File: config.mk
export PLATFORM = sky130hd
export DESIGN_NAME = burst_pixel_packer
export DESIGN_NICKNAME = d
export VERILOG_FILES = /design/src/rtl/burst_pixel_packer.sv
export SDC_FILE = /design/constraint.sdc
export NUM_CORES = 1
export LEC_CHECK = 0
export CORE_ASPECT_RATIO = 1.25
export CORE_MARGIN = 2
export CORE_UTILIZATION = 49
export CTS_CLUSTER_SIZE = 10
export DETAILED_ROUTE_END_ITERATION = 8
export PLACE_DENSITY = 0.71
export RECOVER_POWER = 100
export SLEW_MARGIN = 40
export SYNTH_ARGS = -nofsm -noshare
export SYNTH_HDL_FRONTEND = slang
export SYNTH_SLANG_ARGS = --single-unit
export TNS_END_PERCENT = 50
File: constraint.sdc
create_clock -name clk -period 9.6 [get_ports clk]
set_clock_uncertainty 0.2 [all_clocks]
set_input_delay 1.92 -clock clk [delete_from_list [all_inputs] [get_ports clk]]
set_output_delay 1.92 -clock clk [all_outputs]
set_load 0.03 [all_outputs]
File: src/rtl/burst_pixel_packer.sv
// burst_pixel_packer: unpacks framed UART pixel packets into 32-bit R/G/B SRAM words.
// Ports: clk, i_rst_n; burst command i_burst_start/i_height/i_width; byte stream i_byte_valid/i_byte;
//        SRAM write o_we/o_addr/o_wdata_r/g/b (one shared strobe); status o_busy, o_done, o_err pulses.
module burst_pixel_packer #(
  parameter int ADDR_W = 16
) (
  input  logic              clk,
  input  logic              i_rst_n,
  input  logic              i_burst_start,
  input  logic [11:0]       i_height,
  input  logic [11:0]       i_width,
  input  logic              i_byte_valid,
  input  logic [7:0]        i_byte,
  output logic              o_we,
  output logic [ADDR_W-1:0] o_addr,
  output logic [31:0]       o_wdata_r,
  output logic [31:0]       o_wdata_g,
  output logic [31:0]       o_wdata_b,
  output logic              o_busy,
  output logic              o_done,
  output logic              o_err
);

  typedef enum logic [2:0] {S_IDLE, S_WAIT_OPEN, S_PAYLOAD, S_WRITE, S_DONE} state_t;

  localparam logic [7:0] OPEN  = 8'h7B;
  localparam logic [7:0] COMMA = 8'h2C;
  localparam logic [7:0] CLOSE = 8'h7D;

  // payload channel select follows byte order R, B, G within each pixel
  localparam logic [1:0] CH_R = 2'd0;
  localparam logic [1:0] CH_B = 2'd1;
  localparam logic [1:0] CH_G = 2'd2;

  state_t      state;
  logic [3:0]  pos;          // position of the next expected byte after '{' (1..15)
  logic [21:0] total_words;
  logic [21:0] word_cnt;
  logic [21:0] cnt_inc;
  logic [21:0] total_calc;
  logic [23:0] area;
  logic [31:0] buf_r, buf_g, buf_b;  // packet under assembly; only copied out on a clean '}'
  logic        is_delim;
  logic [7:0]  delim_byte;
  logic [1:0]  pix;
  logic [1:0]  ch;

  // ceil(pixels / 4) without a 25-bit adder: drop the low bits and round up if any were set
  assign area       = {12'd0, i_height} * {12'd0, i_width};
  assign total_calc = area[23:2] + {21'd0, |area[1:0]};
  assign cnt_inc    = word_cnt + 22'd1;

  // decode packet position into delimiter check or payload lane
  always_comb begin
    is_delim   = 1'b0;
    delim_byte = COMMA;
    pix        = 2'd0;
    ch         = CH_R;
    case (pos)
      4'd5, 4'd10: is_delim = 1'b1;
      4'd15: begin is_delim = 1'b1; delim_byte = CLOSE; end
      4'd1:  begin pix = 2'd0; ch = CH_R; end
      4'd2:  begin pix = 2'd0; ch = CH_B; end
      4'd3:  begin pix = 2'd0; ch = CH_G; end
      4'd4:  begin pix = 2'd1; ch = CH_R; end
      4'd6:  begin pix = 2'd1; ch = CH_B; end
      4'd7:  begin pix = 2'd1; ch = CH_G; end
      4'd8:  begin pix = 2'd2; ch = CH_R; end
      4'd9:  begin pix = 2'd2; ch = CH_B; end
      4'd11: begin pix = 2'd2; ch = CH_G; end
      4'd12: begin pix = 2'd3; ch = CH_R; end
      4'd13: begin pix = 2'd3; ch = CH_B; end
      4'd14: begin pix = 2'd3; ch = CH_G; end
      default: ;
    endcase
  end

  always_ff @(posedge clk) begin
    if (!i_rst_n) begin
      state       <= S_IDLE;
      pos         <= 4'd0;
      total_words <= 22'd0;
      word_cnt    <= 22'd0;
      o_addr      <= '0;
      o_we        <= 1'b0;
      o_busy      <= 1'b0;
      o_done      <= 1'b0;
      o_err       <= 1'b0;
      o_wdata_r   <= 32'd0;
      o_wdata_g   <= 32'd0;
      o_wdata_b   <= 32'd0;
      buf_r       <= 32'd0;
      buf_g       <= 32'd0;
      buf_b       <= 32'd0;
    end else begin
      o_we   <= 1'b0;
      o_done <= 1'b0;
      o_err  <= 1'b0;
      if (i_burst_start) begin
        // restart wins over everything, including a byte arriving this cycle
        total_words <= total_calc;
        o_addr      <= '0;
        word_cnt    <= 22'd0;
        pos         <= 4'd0;
        if (total_calc == 22'd0) begin
          state  <= S_DONE;
          o_done <= 1'b1;
          o_busy <= 1'b0;
        end else begin
          state  <= S_WAIT_OPEN;
          o_busy <= 1'b1;
        end
      end else begin
        case (state)
          S_IDLE: ;
          S_WAIT_OPEN: begin
            if (i_byte_valid && i_byte == OPEN) begin
              state <= S_PAYLOAD;
              pos   <= 4'd1;
            end
          end
          S_PAYLOAD: begin
            if (i_byte_valid) begin
              if (is_delim) begin
                if (i_byte != delim_byte) begin
                  o_err <= 1'b1;
                  state <= S_WAIT_OPEN;
                end else if (pos == 4'd15) begin
                  state     <= S_WRITE;
                  o_we      <= 1'b1;
                  o_wdata_r <= buf_r;
                  o_wdata_g <= buf_g;
                  o_wdata_b <= buf_b;
                end else begin
                  pos <= pos + 4'd1;
                end
              end else begin
                case (ch)
                  CH_R:    buf_r[{pix, 3'b000} +: 8] <= i_byte;
                  CH_B:    buf_b[{pix, 3'b000} +: 8] <= i_byte;
                  default: buf_g[{pix, 3'b000} +: 8] <= i_byte;
                endcase
                pos <= pos + 4'd1;
              end
            end
          end
          S_WRITE: begin
            // o_we is high during this cycle; address moves on once it has been seen
            o_addr   <= o_addr + ADDR_W'(1);
            word_cnt <= cnt_inc;
            if (cnt_inc == total_words) begin
              state  <= S_DONE;
              o_done <= 1'b1;
              o_busy <= 1'b0;
            end else if (i_byte_valid && i_byte == OPEN) begin
              state <= S_PAYLOAD;
              pos   <= 4'd1;
            end else begin
              state <= S_WAIT_OPEN;
            end
          end
          S_DONE: state <= S_IDLE;
          default: begin
            state  <= S_IDLE;
            o_busy <= 1'b0;
          end
        endcase
      end
    end
  end

endmodule

==> results.txt, run 1 <==
Ant. Diodes = 0
GRT Overall Usage = 22.9%
HP Start = buf_b[7]
Reg clk slew, reported paths = 0.06 ns
Crit path DAT = 8.85 ns
Finished Layout Cells = 2515
Clk buf depth = 3
Cells after DPL = 2481
Hold Worst Slack = 0.246 ns
Crit path required time = 9.87 ns
Syn Area/Cell = 8.03 µm²
Initial antenna violation count = 0
Port Buffer Count = 151
Max-cap violation count = 4
Hold WC Path Type = flip-flop to flip-flop
RSZ-0062 raised after global routing = false
Int Pwr = 2.79 mW
Core ar. = 32700 µm²
Share of cells above drive strength 1 = 3.43%
Chip height = 207 µm
CTS resizes = 0
CTS hold repair buffers = 0
Netlist cell types = 82
TNS Setup = 0 ns
Wirelength per Cell = 16.1 µm
CTS tree = built
Routed Antenna Nets = 0
Area Growth Syn to Fin = 15.0%
DRT Pass-1 Iters = 5
DRT Wirelength = 40.6 mm
Flop pwr share = 23.7%
Worst setup SP type = input pin
Combinational power share = 56.2%
Slew headroom = -149%
Die ar. = 34600 µm²
Number of flops mapped to enable cells by yosys = 0
H-tree depth = 1
Fillers = 3037
Crit Reg-Reg Startpoint = pos[0]
Clk root buf = clkbuf_16
Register bit total from synthesis = 263
Pwr Density = 264 nW/µm²
Maximum vdd ir drop = 0.000311 V
First DRT Iteration DRCs = 935
Synth async-reset ratio = 0%
Final hold vios = 0
Vias = 13700
Worst-path fanout max = 12
Post-synth top area share = 32.5%
Post-detail-place hpwl = 30.1 mm
Worst slew pin tran = 3.74 ns
Top FF cell, synth = dfxtp_1
Post-route minimum period = 8.58 ns
Fmax = 0.117 GHz
RePlAce Congestion = 0.855
Overall power = 4.92 mW
Reg2Reg Depth = 10
Clock power share = 20.1%
Synth Warn # = 0
Pins over their slew limit = 227
Flop-to-flop setup slack = 3.22 ns
Cell taking the most area after synthesis = dfxtp_1
Synth cell count leaders = nand2_1 (371), dfxtp_1 (263), nor2_1 (256), a21oi_1 (218), inv_1 (144)
Clk_lat worst skew = 0.54 ns
Post-synthesis sequential area ratio = 32.5%
Crit Path Class = input pin to flip-flop
Mapped Area = 16200 µm²
First-pass GRT wire length = 66.1 mm
Post-Synthesis Cells = 2019
Period utilization = 89.4%
Final setup violating endpoints = 0
DRC = 0
Total net switching power = 2.13 mW
Number of CTS-inserted buffers = 30
Row cnt = 74
Area contributors post-synth = dfxtp_1 (32%), fa_1 (12%), nand2_1 (8.6%), a21oi_1 (6.7%), nor2_1 (5.9%)
Hold EP = o_wdata_b[7]
Starting Density = 49.6%
Pin count of the biggest net entering global routing = 112
Grt ovf = 0
P_leak = 7.54 nW
# IOs = 152
Number of global-route vias before repair = 13200
Layout Nets = 2305
Critical Path End Type = flip-flop
Most numerous cell in the Yosys netlist = nand2_1
R2r endpoint = o_wdata_g[6]
Drt via density = 5.46
Status = complete, but fails checks
# Post-CTS Setup Buffers = 0
Hold path depth = 2
Clk sinks = 263
Die X = 167 µm
Sw Ratio = 43.3%
Synth Net Count = 2229
Violated checks = capacitance limit, slew limit
[power by group through the flow]
stage / registers [mW] / clock network (mW) / logic (mW)
final: 1.17 / 0.987 / 2.76
after global routing: 1.17 / 1.05 / 3.09
after CTS: 1.16 / 1.01 / 2.84
after detailed placement: 1.19 / 0 / 2.82
after global placement: 1.19 / 0 / 2.77
after floorplan: 1.17 / 0 / 2.29
[cell type report]
class	count	area [µm²]	area share [%]
tap	418	523	2.80
timing repair buffer	163	1580	8.47
multi-input combinational	1492	9930	53.2
inverter	145	549	2.95
clock buffer	33	803	4.31
sequential	263	5270	28.2
clock inverter	1	5.00	0.0268
[registers in the layout, summed over array words and instances (netlist names), 16 cells and up]
signal / cells
buf_b: 32
buf_g: 32
buf_r: 32
o_wdata_b: 32
o_wdata_g: 32
o_wdata_r: 32
total_words: 22
word_cnt: 22
o_addr: 16
[critical path, cell delays in order]
cell and delay [ns]:
dlygate4sd3_1 0.81, nand2_1 0.14, fa_1 0.59, fa_1 0.47
fa_1 0.50, inv_1 0.05, fa_1 0.53, inv_1 0.05
fa_1 0.52, inv_1 0.04, ha_1 0.38, a21oi_1 0.31
o211ai_1 0.15, a221oi_1 0.89, nor3b_1 0.20, and3_1 0.27
nor4_1 0.18, and4_1 0.25, and4b_1 0.21, nand4_1 0.12
a21oi_1 0.24
[worst max-delay path by stage]
stage	depth (start not counted)	slack, ns	from	end
after floorplan	22	1.80	i_height[3]	state[0]
final	21	1.02	i_width[5]	o_done
after detailed placement	22	0.81	i_height[3]	state[0]
after CTS	22	1.37	i_height[3]	state[0]
after global routing	21	0.48	i_width[5]	state[2]
after global placement	22	0.91	i_height[3]	state[0]
[cell families (layout without fill, tap and decap cells)]
family                   after synthesis  in the layout  synth area share, %
AO/OA/AOI/OAI                        360            360                 13.9
XOR/XNOR                              88             88                 4.85
adder cells (fa/ha/maj)              174            174                 18.1
buffers and inverters                264            342                 6.17
flip-flops                           263            263                 32.5
multiplexers                          14             14                0.880
AND/OR/NAND/NOR                      856            856                 23.7
[cell usage in the layout (no fill, tap or decap), types with 24 or more instances in the layout]
cell	instances
clkbuf_16	31
inv_1	144
ha_1	74
nand2_1	371
o21ai_0	26
xor2_1	36
nand3_1	27
dlygate4sd3_1	120
fa_1	100
and2_1	64
nor2_1	256
clkdlybuf4s50_1	31
a32oi_1	24
xnor2_1	51
a21oi_1	218
dfxtp_1	263
[metrics by stage]
step                instance area, µm²  utilization (%)  worst slack (ns)
CTS                              18700             57.3              1.37
global route                     18700             57.1             0.476
floorplan                        16200                -              1.80
detailed placement               17900             54.8             0.806
finish                           18700             57.1              1.02
global placement                 17900             54.8             0.906
[per-layer routing]
layer | wire length [µm] | up-vias | part of all wire, % | track usage [%]
li1 | - | 6797 | - | -
met1 | 16300 | 6540 | 40 | 27.6
met2 | 21600 | 329 | 53 | 43.2
met3 | 1650 | 59 | 4.1 | 2.23
met4 | 991 | 0 | 2.4 | 6.51
met5 | 0 | - | 0 | 0
Note: power is estimated with default switching activity, not from simulation.
==> inputs of run 2 (changes only) <==
Settings changed: SKIP_CTS_REPAIR_TIMING from default to 1.
Clock period 9.6 ns to 9.4 ns, I/O delays scaled along.
==> results.txt, run 2 (synthesis gave the netlist of run 1 again) <==
Status = complete, but fails checks
Violated checks = capacitance limit, slew limit
RSZ-0062 raised after global routing = false
DRT Pass-1 Iters = 5 (unchanged)
Critical Path End Type = flip-flop
Drt via density = 5.51 (+0.99%)
Reg clk slew, reported paths = 0.05 ns (about the same)
Slew headroom = -154% (-5.3 points)
Grt ovf = 0 (unchanged)
PnR worst setup slack = 0.866 ns (-0.154 ns)
Number of global-route vias before repair = 13400 (+1.7%)
Period utilization = 90.8%
Int Pwr = 2.86 mW (+2.7%)
Crit path required time = 9.66 ns (-0.21 ns)
Layout Nets = 2305 (unchanged)
Clk buf depth = 3 (unchanged)
Hold WC Path Type = flip-flop to flip-flop
Share of cells above drive strength 1 = 3.43% (about the same)
Worst slew pin tran = 3.82 ns (+0.0788 ns)
First DRT Iteration DRCs = 840 (-10%)
DRT Wirelength = 40.6 mm (+0.17%)
Maximum vdd ir drop = 0.000271 V (-13%)
Final setup violating endpoints = 0 (unchanged)
Combinational power share = 56.1% (about the same)
Pin count of the biggest net entering global routing = 112 (unchanged)
Die ar. = 34600 µm² (unchanged)
Starting Density = 49.6% (unchanged)
Core ar. = 32700 µm² (unchanged)
Port Buffer Count = 151 (unchanged)
Number of CTS-inserted buffers = 30 (unchanged)
Worst-path fanout max = 12 (unchanged)
GRT Overall Usage = 23.1% (+0.13 points)
RePlAce Congestion = 0.860 (+0.60%)
Clk_lat worst skew = 0.55 ns (about the same)
TNS Setup = 0 ns (unchanged)
Area Growth Syn to Fin = 15.1% (about the same)
Clk sinks = 263 (unchanged)
Clk root buf = clkbuf_16
# IOs = 152 (unchanged)
Vias = 13900 (+1.0%)
H-tree depth = 1 (unchanged)
Row cnt = 74 (unchanged)
CTS tree = built
Final hold vios = 0 (unchanged)
Max-cap violation count = 4 (unchanged)
Post-detail-place hpwl = 30.1 mm (-0.24%)
DRC = 0 (unchanged)
Worst setup SP type = input pin
P_leak = 7.55 nW (about the same)
Total net switching power = 2.17 mW (+2.0%)
Clock power share = 20.3% (+0.2 points)
Pwr Density = 270 nW/µm² (+2.4%)
Crit Path Class = input pin to flip-flop
Ant. Diodes = 0 (unchanged)
Sw Ratio = 43.2% (-0.16 points)
Commonest non-fill, non-tap cell in the layout = nand2_1
Post-route minimum period = 8.53 ns
Crit path DAT = 8.80 ns (-0.05 ns)
Routed Antenna Nets = 0 (unchanged)
Fmax = 0.117 GHz
First-pass GRT wire length = 66.5 mm (+0.62%)
Pins over their slew limit = 227 (unchanged)
Flop pwr share = 23.6% (about the same)
Die X = 167 µm (unchanged)
Most frequent cells in the layout = nand2_1 (371), dfxtp_1 (263), nor2_1 (256), a21oi_1 (218), inv_1 (144)
Wirelength per Cell = 16.2 µm (+0.13%)
Initial antenna violation count = 0 (unchanged)
Pre-CTS setup slack = 0.575 ns (-0.231 ns)
Chip height = 207 µm (unchanged)
## run 2: cell count changes in the layout (fill, tap and decap cells not counted), sizes merged
cell           delta
clkdlybuf4s50     -1
clkbuf            +2
dlygate4sd3       +1
clkinv            -1
## run 2: worst max-delay path, stage by stage
cell and delay, ns:
dlygate4sd3_1 0.72, and2_0 0.27, fa_1 0.54, inv_1 0.05, fa_1 0.48, inv_1 0.06, fa_1 0.51, fa_1 0.55
inv_1 0.05, fa_1 0.52, inv_1 0.04, ha_1 0.39, a21oi_1 0.14, a21boi_1 0.35, a41oi_1 0.21, xnor2_1 0.49
nor3b_1 0.47, nand3_1 0.13, nor3_1 0.26, xnor2_1 0.23, nand4_1 0.18, a21oi_1 0.23
## run 2: final timing paths
kind	start	endpoint	slack, ns	cells after the start
setup / recovery	i_height[3]	state[2]	0.87	22
hold / removal	o_wdata_g[15]	o_wdata_g[15]	0.25	2
hold reg to reg	o_wdata_g[15]	o_wdata_g[15]	0.25	2
setup reg to reg	pos[0]	o_wdata_g[6]	3.08	10
## run 2: area by class of cell
| class | count | area [µm²] |
|---|---|---|
| Clock buffer | 35 | 821 |
| Fill cell | 2994 | 14000 |
| Inverter | 145 | 549 |
| Multi-Input combinational cell | 1492 | 9930 |
| Sequential cell | 263 | 5270 |
| Tap cell | 418 | 523 |
| Timing Repair Buffer | 163 | 1580 |
## run 2: metrics by stage
| stage | instances | instance area [µm²] | hold slack [ns] | power (mW) | utilization (%) |
|---|---|---|---|---|---|
| after detailed placement | 2481 | 17900 | 0.243 | 4.08 | 54.8 |
| after floorplan | 2019 | 16200 | 0.232 | 3.53 | - |
| after global placement | 2481 | 17900 | 0.237 | 4.04 | 54.8 |
| final | 2516 | 18700 | 0.248 | 5.04 | 57.1 |
| after CTS | 2516 | 18700 | 0.251 | 5.11 | 57.3 |
| after global routing | 2516 | 18700 | 0.270 | 5.45 | 57.1 |
## run 2: metal layers
layer / routed length (µm) / GRT usage, % / up-vias
met2: 21400 / 43.5 / 364
met4: 1290 / 7.37 / 0
met3: 1780 / 2.65 / 86
li1: - / - / 6781
met5: 0 / 0 / -
met1: 16200 / 27.1 / 6636
## run 2: power by group through the flow
stage	Clock, mW	Sequential [mW]	Combinational, mW
after floorplan	0	1.19	2.33
after global placement	0	1.21	2.83
after detailed placement	0	1.21	2.87
after CTS	1.04	1.19	2.89
after global routing	1.08	1.19	3.18
final	1.02	1.19	2.82
==> inputs of run 3 (changes only) <==
Settings changed: CTS_CLUSTER_SIZE 10 to 25, RECOVER_POWER 100 to 50.
==> results.txt, run 3 (synthesis gave the netlist of run 1 again) <==
Most frequent cells in the layout = nand2_1 (371), dfxtp_1 (263), nor2_1 (255), a21oi_1 (218), inv_1 (144)
Max-cap violation count = 1 (-3)
Die ar. = 34600 µm² (unchanged)
Post-route minimum period = 8.32 ns (-0.214 ns)
Wirelength per Cell = 16.0 µm (-0.83%)
RSZ-0062 raised after global routing = false
Clk buf depth = 3 (unchanged)
Worst-path fanout max = 12 (unchanged)
Critical Path End Type = flip-flop
Chip height = 207 µm (unchanged)
Final setup violating endpoints = 0 (unchanged)
Reg clk slew, reported paths = 0.06 ns (about the same)
Worst setup SP type = input pin
TNS Setup = 0 ns (unchanged)
First-pass GRT wire length = 66.4 mm (-0.19%)
Vias = 13900 (+0.19%)
Pin count of the biggest net entering global routing = 112 (unchanged)
Pins over their slew limit = 43 (-81%)
Hold WC Path Type = flip-flop to flip-flop
DRC = 0 (unchanged)
H-tree depth = 1 (unchanged)
Pwr Density = 275 nW/µm² (+1.9%)
Post-detail-place hpwl = 30.1 mm (unchanged)
Port Buffer Count = 151 (unchanged)
Fmax = 0.120 GHz (+2.6%)
DRT Pass-1 Iters = 5 (unchanged)
# IOs = 152 (unchanged)
Crit path required time = 9.66 ns (about the same)
Ant. Diodes = 0 (unchanged)
Status = complete, but fails checks
Finished Layout Cells = 2527 (+0.44%)
Clk root buf = clkbuf_16
Core ar. = 32700 µm² (unchanged)
First DRT Iteration DRCs = 916 (+9.0%)
GRT Overall Usage = 23.0% (-0.057 points)
Crit path DAT = 8.58 ns (-0.22 ns)
Cells after DPL = 2481 (unchanged)
Layout Nets = 2301 (-0.17%)
Fillers = 2981 (-0.43%)
Die X = 167 µm (unchanged)
Crit Path Class = input pin to flip-flop
Row cnt = 74 (unchanged)
Period utilization = 88.5% (-2.3 points)
RePlAce Congestion = 0.860 (unchanged)
Starting Density = 49.6% (unchanged)
Commonest non-fill, non-tap cell in the layout = nand2_1
Violated checks = capacitance limit, slew limit
Clk_lat worst skew = 0.54 ns (about the same)
Area Growth Syn to Fin = 16.0%
Routed Antenna Nets = 0 (unchanged)
Flop-to-flop setup slack = 5.67 ns (+2.59 ns)
Final core occ = 57.5% (+0.44 points)
Initial antenna violation count = 0 (unchanged)
Number of CTS-inserted buffers = 26 (-13%)
CTS tree = built
DRT Wirelength = 40.5 mm (-0.40%)
Final hold vios = 0 (unchanged)
Grt ovf = 0 (unchanged)
Number of global-route vias before repair = 13400 (-0.53%)
P_leak = 7.62 nW (+0.99%)
Clk sinks = 263 (unchanged)
Hold Worst Slack = 0.238 ns (-0.00992 ns)
Slew headroom = -24.5% (+130 points)
Maximum vdd ir drop = 0.000296 V (+9.1%)
Worst slew pin tran = 1.87 ns (-1.95 ns)
Share of cells above drive strength 1 = 4.22% (+0.79 points)
Drt via density = 5.50 (-0.24%)
## run 3: cell types whose count changed in the layout (fill, tap and decap cells not counted), sizes merged
cell,previous run,this run
buf,5,7
bufinv,0,5
clkbuf,42,35
clkdlybuf4s50,30,33
clkinv,0,9
dlygate4sd3,121,118
inv,145,147
## run 3: per-layer routing
layer | share of wire (%) | vias to the layer above | global-route usage [%] | wire [µm]
met2 | 53 | 375 | 43.5 | 21300
met1 | 40 | 6636 | 26.9 | 16000
met3 | 4.3 | 93 | 2.50 | 1740
li1 | - | 6790 | - | -
met4 | 3.5 | 0 | 7.58 | 1400
met5 | 0 | - | 0 | 0
## run 3: metrics by stage
stage	worst slack [ns]	power (mW)	area, µm²
global placement	0.744	4.04	17900
global route	0.523	5.59	18800
detailed placement	0.575	4.08	17900
finish	1.08	5.17	18800
CTS	1.12	5.21	18800
floorplan	1.64	3.53	16200
## run 3: layout make-up
class | count | area (µm²) | share of cell area [%]
multi-input cells | 1492 | 9960 | 53.0
inverters | 145 | 549 | 2.92
well taps | 418 | 523 | 2.78
clock buffers | 30 | 686 | 3.65
clock inverters | 16 | 230 | 1.22
flip-flops and latches | 263 | 5270 | 28.0
repair buffers | 163 | 1590 | 8.46
## run 3: path summary, 6_finish.rpt
check / to / cells past startpoint / start
max: state[2] / 22 / i_height[3]
min: o_wdata_r[19] / 2 / buf_r[19]
max reg2reg: o_wdata_g[6] / 10 / pos[0]
min reg2reg: o_wdata_r[19] / 2 / buf_r[19]
## run 3: worst max-delay path: stages
cell	delay, ns
clkdlybuf4s50_1	0.64
and2_1	0.30
fa_1	0.54
inv_1	0.05
fa_1	0.48
inv_1	0.06
fa_1	0.51
fa_1	0.55
inv_1	0.05
fa_1	0.52
inv_1	0.04
ha_1	0.39
a21oi_1	0.14
a21boi_1	0.35
a41oi_1	0.25
xnor2_2	0.35
nor3b_1	0.46
nand4_1	0.18
xor2_1	0.23
and4b_1	0.23
nand4_1	0.13
a21oi_1	0.23
## run 3: power by group
part	internal [mW]	leakage, nW	switching, mW
Clock	0.664	0.457	0.446
Combinational	1.14	5.04	1.74
Sequential	1.15	2.12	0.0406
Total	2.95	7.62	2.22
